==> src/rtl/dll_lcrc_framer.sv <==
// DLL framer: 16-bit sequence header beat, payload passthrough, then LCRC trailer beat.
// Optional build macro LCRC_NULLIFY_EN adds in_nullify for nullified TLPs (raw CRC, no seq advance).
module dll_lcrc_framer #(
    parameter int               DATA_W   = 32,
    parameter int               SEQ_W    = 12,
    parameter logic [SEQ_W-1:0] SEQ_INIT = '0
) (
    input  logic              clk,
    input  logic              rst,
    input  logic              seq_clr,
    input  logic              in_valid,
    output logic              in_ready,
    input  logic [DATA_W-1:0] in_data,
    input  logic              in_sop,
    input  logic              in_eop,
`ifdef LCRC_NULLIFY_EN
    input  logic              in_nullify,
`endif
    output logic              out_valid,
    input  logic              out_ready,
    output logic [DATA_W-1:0] out_data,
    output logic              out_sop,
    output logic              out_eop,
    output logic [SEQ_W-1:0]  seq_o,
    output logic [1:0]        o_dbg_state
);

    // Handshake: a beat moves on a rising edge where valid && ready; a presented
    // output beat holds data/sop/eop unchanged until it is taken.
    localparam logic [31:0] CRC_POLY = 32'h04C1_1DB7;
    localparam logic [31:0] CRC_INIT = 32'hFFFF_FFFF;

    typedef enum logic [1:0] {S_IDLE, S_DATA, S_CRC} state_t;

    function automatic logic [31:0] crc_bit(input logic [31:0] c, input logic b);
        logic [31:0] s;
        s = {c[30:0], 1'b0};
        return (c[31] ^ b) ? (s ^ CRC_POLY) : s;
    endfunction

    function automatic logic [31:0] crc_hdr(input logic [15:0] d);
        logic [31:0] c;
        c = CRC_INIT;
        for (int i = 15; i >= 0; i--) c = crc_bit(c, d[i]);
        return c;
    endfunction

    function automatic logic [31:0] crc_beat(input logic [31:0] c0, input logic [DATA_W-1:0] d);
        logic [31:0] c;
        c = c0;
        for (int i = DATA_W - 1; i >= 0; i--) c = crc_bit(c, d[i]);
        return c;
    endfunction

    state_t              r_state;
    logic                r_out_valid;
    logic [DATA_W-1:0]   r_out_data;
    logic                r_out_sop;
    logic                r_out_eop;
    logic [SEQ_W-1:0]    r_seq;
    logic [31:0]         r_crc;
    logic                r_nul;
    logic                r_clr_pend;

    state_t              w_next;
    logic                w_slot_free;
    logic                w_in_ready;
    logic                w_load;
    logic [DATA_W-1:0]   w_load_data;
    logic                w_load_sop;
    logic                w_load_eop;
    logic [SEQ_W-1:0]    w_seq_next;
    logic [31:0]         w_crc_next;
    logic                w_nul_next;
    logic                w_clr_next;
    logic [15:0]         w_seq_field;
    logic                w_nul_in;
    logic [DATA_W-1:0]   w_hdr;
    logic [DATA_W-1:0]   w_trl;

`ifdef LCRC_NULLIFY_EN
    assign w_nul_in = in_nullify;
`else
    assign w_nul_in = 1'b0;
`endif

    assign w_slot_free = !r_out_valid || out_ready;
    assign w_seq_field = 16'(r_seq);

    always_comb begin
        w_next      = r_state;
        w_in_ready  = 1'b0;
        w_load      = 1'b0;
        w_load_data = '0;
        w_load_sop  = 1'b0;
        w_load_eop  = 1'b0;
        w_seq_next  = r_seq;
        w_crc_next  = r_crc;
        w_nul_next  = r_nul;
        w_clr_next  = r_clr_pend;
        w_hdr       = '0;
        w_hdr[15:0] = w_seq_field;
        w_trl       = '0;
        w_trl[31:0] = r_nul ? r_crc : ~r_crc;
        case (r_state)
            S_IDLE: begin
                if (seq_clr) w_seq_next = SEQ_INIT;
                if (in_valid && in_sop) begin
                    // The sop beat stays on the input; it is consumed in DATA.
                    if (w_slot_free) begin
                        w_load      = 1'b1;
                        w_load_data = w_hdr;
                        w_load_sop  = 1'b1;
                        w_crc_next  = crc_hdr(w_seq_field);
                        w_clr_next  = seq_clr;
                        w_nul_next  = 1'b0;
                        w_next      = S_DATA;
                    end
                end else if (in_valid) begin
                    w_in_ready = 1'b1;
                end
            end
            S_DATA: begin
                w_in_ready = w_slot_free;
                if (in_valid && w_slot_free) begin
                    w_load      = 1'b1;
                    w_load_data = in_data;
                    w_crc_next  = crc_beat(r_crc, in_data);
                    if (in_eop) begin
                        w_nul_next = w_nul_in;
                        w_next     = S_CRC;
                    end
                end
            end
            S_CRC: begin
                if (w_slot_free) begin
                    w_load      = 1'b1;
                    w_load_data = w_trl;
                    w_load_eop  = 1'b1;
                    // A clear taken with the header already set the counter; it stays put.
                    if (!r_clr_pend && !r_nul) w_seq_next = r_seq + SEQ_W'(1);
                    w_crc_next  = CRC_INIT;
                    w_clr_next  = 1'b0;
                    w_nul_next  = 1'b0;
                    w_next      = S_IDLE;
                end
            end
            default: w_next = S_IDLE;
        endcase
    end

    always_ff @(posedge clk or negedge rst) begin
        if (!rst) begin
            r_state     <= S_IDLE;
            r_out_valid <= 1'b0;
            r_out_data  <= '0;
            r_out_sop   <= 1'b0;
            r_out_eop   <= 1'b0;
            r_seq       <= SEQ_INIT;
            r_crc       <= CRC_INIT;
            r_nul       <= 1'b0;
            r_clr_pend  <= 1'b0;
        end else begin
            r_state    <= w_next;
            r_seq      <= w_seq_next;
            r_crc      <= w_crc_next;
            r_nul      <= w_nul_next;
            r_clr_pend <= w_clr_next;
            if (w_load) begin
                r_out_valid <= 1'b1;
                r_out_data  <= w_load_data;
                r_out_sop   <= w_load_sop;
                r_out_eop   <= w_load_eop;
            end else if (w_slot_free) begin
                r_out_valid <= 1'b0;
                r_out_sop   <= 1'b0;
                r_out_eop   <= 1'b0;
            end
        end
    end

    assign in_ready    = w_in_ready;
    assign out_valid   = r_out_valid;
    assign out_data    = r_out_data;
    assign out_sop     = r_out_sop;
    assign out_eop     = r_out_eop;
    assign seq_o       = r_seq;
    assign o_dbg_state = r_state;

endmodule

==> config.mk <==
export PLATFORM = sky130hd
export DESIGN_NAME = dll_lcrc_framer
export DESIGN_NICKNAME = d
export VERILOG_FILES = /design/src/rtl/dll_lcrc_framer.sv
export SDC_FILE = /design/constraint.sdc
export NUM_CORES = 1
export LEC_CHECK = 0
export ABC_AREA = 1
export ABC_CLOCK_PERIOD_IN_PS = 5500
export BUFFER_PORTS_ARGS = -buffer_cell sky130_fd_sc_hd__buf_2
export CORE_MARGIN = 2
export CORE_UTILIZATION = 45
export DETAILED_ROUTE_END_ITERATION = 16
export GPL_ROUTABILITY_DRIVEN = 0
export GPL_TIMING_DRIVEN = 0
export SYNTH_ARGS = -nofsm -noshare
export SYNTH_HDL_FRONTEND = slang
export SYNTH_SLANG_ARGS = --single-unit
export TNS_END_PERCENT = 100
==> constraint.sdc <==
create_clock -name clk -period 5.5 [get_ports clk]
set_clock_uncertainty 0.05 [all_clocks]
set_input_delay 1.375 -clock clk [delete_from_list [all_inputs] [get_ports clk]]
set_output_delay 1.375 -clock clk [all_outputs]
set_load 0.05 [all_outputs]
# ---- Word level (Yosys, flattened, before mapping)
# Cells that the tools add are included.
dict set report totals {
  regBits 83
  output_inout_bits 50
}
dict set report op_classes {
  add_sub_neg 1
  eq_ne 9
  n_mux 86
  bitwise_logic 87
  n_reduce_logical 16
}
# operator n
set op_table {}
lappend op_table {{27-bit 2-to-1 mux} 44}
lappend op_table {{14-bit inverter} 43}
lappend op_table {{32-bit 2-to-1 mux} 7}
lappend op_table {{32-bit case mux with 3 select lines} 2}
lappend op_table {{12-bit 2-to-1 mux} 5}
lappend op_table {{1-bit XOR} 38}
lappend op_table {{32-bit inverter} 1}
lappend op_table {{12-bit case mux with 2 select lines} 1}
lappend op_table {{1-bit 2-to-1 mux} 17}
lappend op_table {{2-bit != test (second input constant)} 7}
lappend op_table {{12-bit by 1-bit adder with 12-bit output (second input constant)} 1}
lappend op_table {{4-bit AND reduction} 3}
lappend op_table {{2-bit 2-to-1 mux} 5}
lappend op_table {{5-bit AND reduction} 2}
lappend op_table {{1-bit case mux with 3 select lines} 2}
lappend op_table {{2-bit case mux with 3 select lines} 1}
lappend op_table {{1-bit XOR (first input constant)} 5}
lappend op_table {{1-bit case mux with 2 select lines} 2}
lappend op_table {{2-bit nonzero test} 2}
lappend op_table {{1-bit logical AND} 3}
lappend op_table {{1-bit zero test} 3}
lappend op_table {{3-bit nonzero test} 1}
lappend op_table {{2-bit by 1-bit equality test with 1-bit output (second input constant)} 1}
lappend op_table {{2-bit equality test (second input constant)} 1}
lappend op_table {{2 further kinds} 2}

# ---- Depth between registers and ports, before layout
dict set report depth {
  depth_word 66
  mapped_depth 33
  depth_no_buf 33
}

# ---- Worst setup path before layout
# No wires, ideal clock.
dict set report synth_timing {
  path_kind {input-to-output}
  from {in in_valid}
  to {out in_ready}
  arrival_time_ns 2.659
  slack_ns 1.416
  path_stages 2
  path_cell_list {inv_1 -> o32ai_1}
}
dict set report synth_via {
  elab_chain_len 3
}
# item line_no
set synth_lines {}
lappend synth_lines {{from (decl)} 11} ;# input logic in_valid,
lappend synth_lines {{1-bit 2-to-1 mux / 1-bit logical AND (equally long branches)} {119, 108}}
lappend synth_lines {{1-bit 2-to-1 mux (*)} 108} ;# if (in_valid && in_sop) begin
lappend synth_lines {{1-bit case mux with 2 select lines (*)} 105} ;# case (r_state)
lappend synth_lines {{to (decl)} 12} ;# output logic in_ready,
# Mark *: on every way between the ends. The rest lies on a longest branch, timed or not.

# ---- Worst setup path in the final report
dict set report layout_timing {
  from {in in_data[30]}
  to {reg r_crc[14]}
}
dict set report layout_via {
  elab_chain_len 42
}
# item line_no
set layout_lines {}
lappend layout_lines {{from (decl)} 13} ;# input logic [DATA_W-1:0] in_data,
lappend layout_lines {{1-bit XOR (*)} 38} ;# return (c[31] ^ b) ? (s ^ CRC_POLY) : s;
lappend layout_lines {{27-bit 2-to-1 mux (*)} 38}
lappend layout_lines {{27-bit 2-to-1 mux (5 in a row)} 38}
lappend layout_lines {{14-bit inverter (no source line)} n/a}
lappend layout_lines {{27-bit 2-to-1 mux} 38}
lappend layout_lines {{14-bit inverter (no source line)} n/a}
lappend layout_lines {{27-bit 2-to-1 mux (3 in a row)} 38}
lappend layout_lines {{14-bit inverter (no source line)} n/a}
lappend layout_lines {{(+18 left out)} n/a}
lappend layout_lines {{14-bit inverter (no source line)} n/a}
lappend layout_lines {{27-bit 2-to-1 mux} 38}
lappend layout_lines {{14-bit inverter (no source line)} n/a}
lappend layout_lines {{27-bit 2-to-1 mux} 38}
lappend layout_lines {{14-bit inverter (no source line)} n/a}
lappend layout_lines {{27-bit 2-to-1 mux (*) (3 in a row)} 38}
lappend layout_lines {{32-bit 2-to-1 mux (*)} 125} ;# if (in_valid && w_slot_free) begin
lappend layout_lines {{32-bit case mux with 3 select lines (*)} 105}
lappend layout_lines {{to (signal assigned)} 166} ;# r_crc <= w_crc_next;
lappend layout_lines {{to (decl)} 61} ;# logic [31:0] r_crc;
# Mark *: on every way between the ends. The rest lies on a longest branch, timed or not. The select of a mux whose other input is x is not followed.
# A chain may end at the register's enable or synchronous reset.

==> flow_summary.yaml <==
final_layout:
  n_antenna_cell: 0
  postLayoutCellArea_um2: 10500
  syn_to_final_growth_pct: 11.9
  drive_gt1_share_pct: 17.5
  nNetsFinal: 1555
timing:
  fin_crit_ns: 4.68
  setup-tns-final_ns: 0
  drv_slew: 0
  fmax_mhz: 214
  fin_crit_sh_pct: 85.0
  rsz0062_at_grt: "no"
  hold_violations: 0
  slew_headroom_pct: 42.2
  worst_pin_slew_ns: 0.864
  setup_viol: 0
  holdWs_ns: 0.422
clocking:
  tritoncts: "yes"
  cts_root_buffer: "clkbuf_16"
  worstSkewPairLatency_ns: 0.35
  ctsLongestPathBuffers: 2
  post-cts-setup-buffers: 0
  htreeDepth: 3
  cts_hold_buffers: 0
  cts_made_buffers: 9
  ctsResizeCount: 0
  clk_pin_slew_worst_paths_ns: 0.07
  cts_num_sinks: 82
setup_path:
  r2r-end: "r_crc[14]"
  cp.required_ns: 5.72
  worstReg2RegStart: "r_crc[30]"
  arrival_ns: 4.89
  startpoint_type: "input port"
  crit_path_end_kind: "flip-flop"
  slowest_stage: "a21oi_1"
  critPathKind: "in2reg"
  r2r_cells: 31
  path_buf_inv: 4
  rrSetupSlack_ns: 1.49
  critical_path.max_fanout: 7
  cp_common_cell: "nand2_1"
  cpPeakStageDelay_ns: 0.25
  crit_family: "simple AND/OR/NAND/NOR gates"
yosys:
  ys_seq_area_share_pct: 22.3
  netlist.area_leader.share_pct: 19.2
  dominantRegCellSynth: "dfrtp_1"
  synth-seq-cells: 82
  synth_edf_count: 0
  synth.most_common_cell: "nand2_1"
  syn_area_um2: 9400
  yosys-top-cells-count: "480 x nand2_1, 158 x xor2_1, 120 x inv_1, 107 x nand3_1, 62 x a21oi_1"
  syn-instance-count: 1407
  syn-num-nets: 1455
  avgSynthCellArea_um2: 6.68
  netlist-cell-type-count: 48
  async_flop_share_pct: 100
  synth_top_area_cell: "nand2_1"
  yosysWarnings: 0
  yosys-top-cells-area: "nand2_1 19%, xor2_1 15%, dfrtp_1 13%"
placement:
  port_buffers: 88
  hpwl_um: 26200
  dpl-instance-area_um2: 10200
worst_hold_path:
  hold_depth: 2
  worstHoldEndpoint: "out_data[25]"
  min_path_type: "reg2reg"
  min-delay-start: "out_data[25]"
drt:
  drc_errors: 0
  via_per_inst: 5.23
  drtIter0Drc: 744
  ant_nets: 0
  wire_per_inst_um: 17.9
  drt_wl_total_um: 31800
  drtPass1Iterations: 5
  route.vias.total: 9315
global_route:
  grt_antenna_before_repair: 0
  grt_pass1_wl_um: 49400
  overflow: 0
  grt_pass1_vias: 8660
  grt_start_max_net_pins: 44
  track_usage_pct: 29.3
floorplanning:
  core_um2: 20400
  start_util_pct: 46.1
  die_x_um: 149
  dieArea_um2: 22100
  num_rows: 52
  die_y_um: 149
  ioPinCount: 89
job:
  max_cap_viol_count: 0
outcome:
  status: "finished, final reports clean"
cells by family (layout without fill, tap and decap cells):
logic type      Yosys count  in the layout  synth area share [%]
fa+ha+maj                 9              9                  1.20
xor+xnor                233            233                  24.2
simple gates            730            730                  34.6
flops                    82             82                  22.3
buf+inv                 181            286                  7.78
compound gates          172            172                  10.0
cell usage in the layout, fill, tap and decap left out, types with 32 or more instances in the layout:
cell type	count
a21oi_1	62
buf_2	87
dfrtp_1	50
dfstp_2	32
inv_1	120
nand2_1	480
nand2_2	47
nand3_1	107
nor2_1	49
o21ai_0	54
xnor2_1	55
xor2_1	158
routing by layer:
layer  up-vias  track usage (%)  wire [µm]
met3        66             4.85       2230
met5         -                0          0
met2       348             45.4      13900
li1       4629                -          -
met4         0             10.5       1100
met1      4272             41.3      14600
how the worst max path moves through the flow:
| stage | from | end | depth (start not counted) |
|---|---|---|---|
| global route | in_data[31] | r_crc[15] | 29 |
| detailed placement | in_data[30] | r_crc[14] | 31 |
| CTS | in_data[30] | r_crc[14] | 31 |
| global placement | in_data[30] | r_crc[14] | 31 |
| finish | in_data[30] | r_crc[14] | 31 |
| floorplan | in_valid | in_ready | 2 |
registers in the layout (all words and copies together), names as in the netlist:
name and cells:
out_data 32, r_crc 32, seq_o 12, o_dbg_state 2, out_eop 1, out_sop 1, out_valid 1, r_clr_pend 1
through the flow:
stage,instances,utilization (%),worst slack (ns)
2_1_floorplan,1407,-,1.42
3_3_place_gp,1765,50.0,0.549
3_5_place_dp,1766,50.1,0.487
4_1_cts,1782,51.6,0.855
5_1_grt,1782,51.6,0.565
6_report,1782,51.6,0.824
final cells by class:
type                            count  area (µm²)
Clock buffer                        9         225
Fill cell                        2055        9850
Sequential cell                    82        2090
Buffer                             35         179
Clock inverter                      7        85.1
Timing Repair Buffer               89         470
Tap cell                          270         338
Inverter                          146         552
Multi-Input combinational cell   1144        6570
worst register-to-register path: cells and delay by family, from the launching register on:
kind            cells  cell delay, ns
buf+inv             4            0.37
simple gates       25            2.63
flops               1            0.55
compound gates      2            0.32
Power is not shown: default switching activity piles up to over one toggle a cycle in this logic, so the estimate is an artifact.
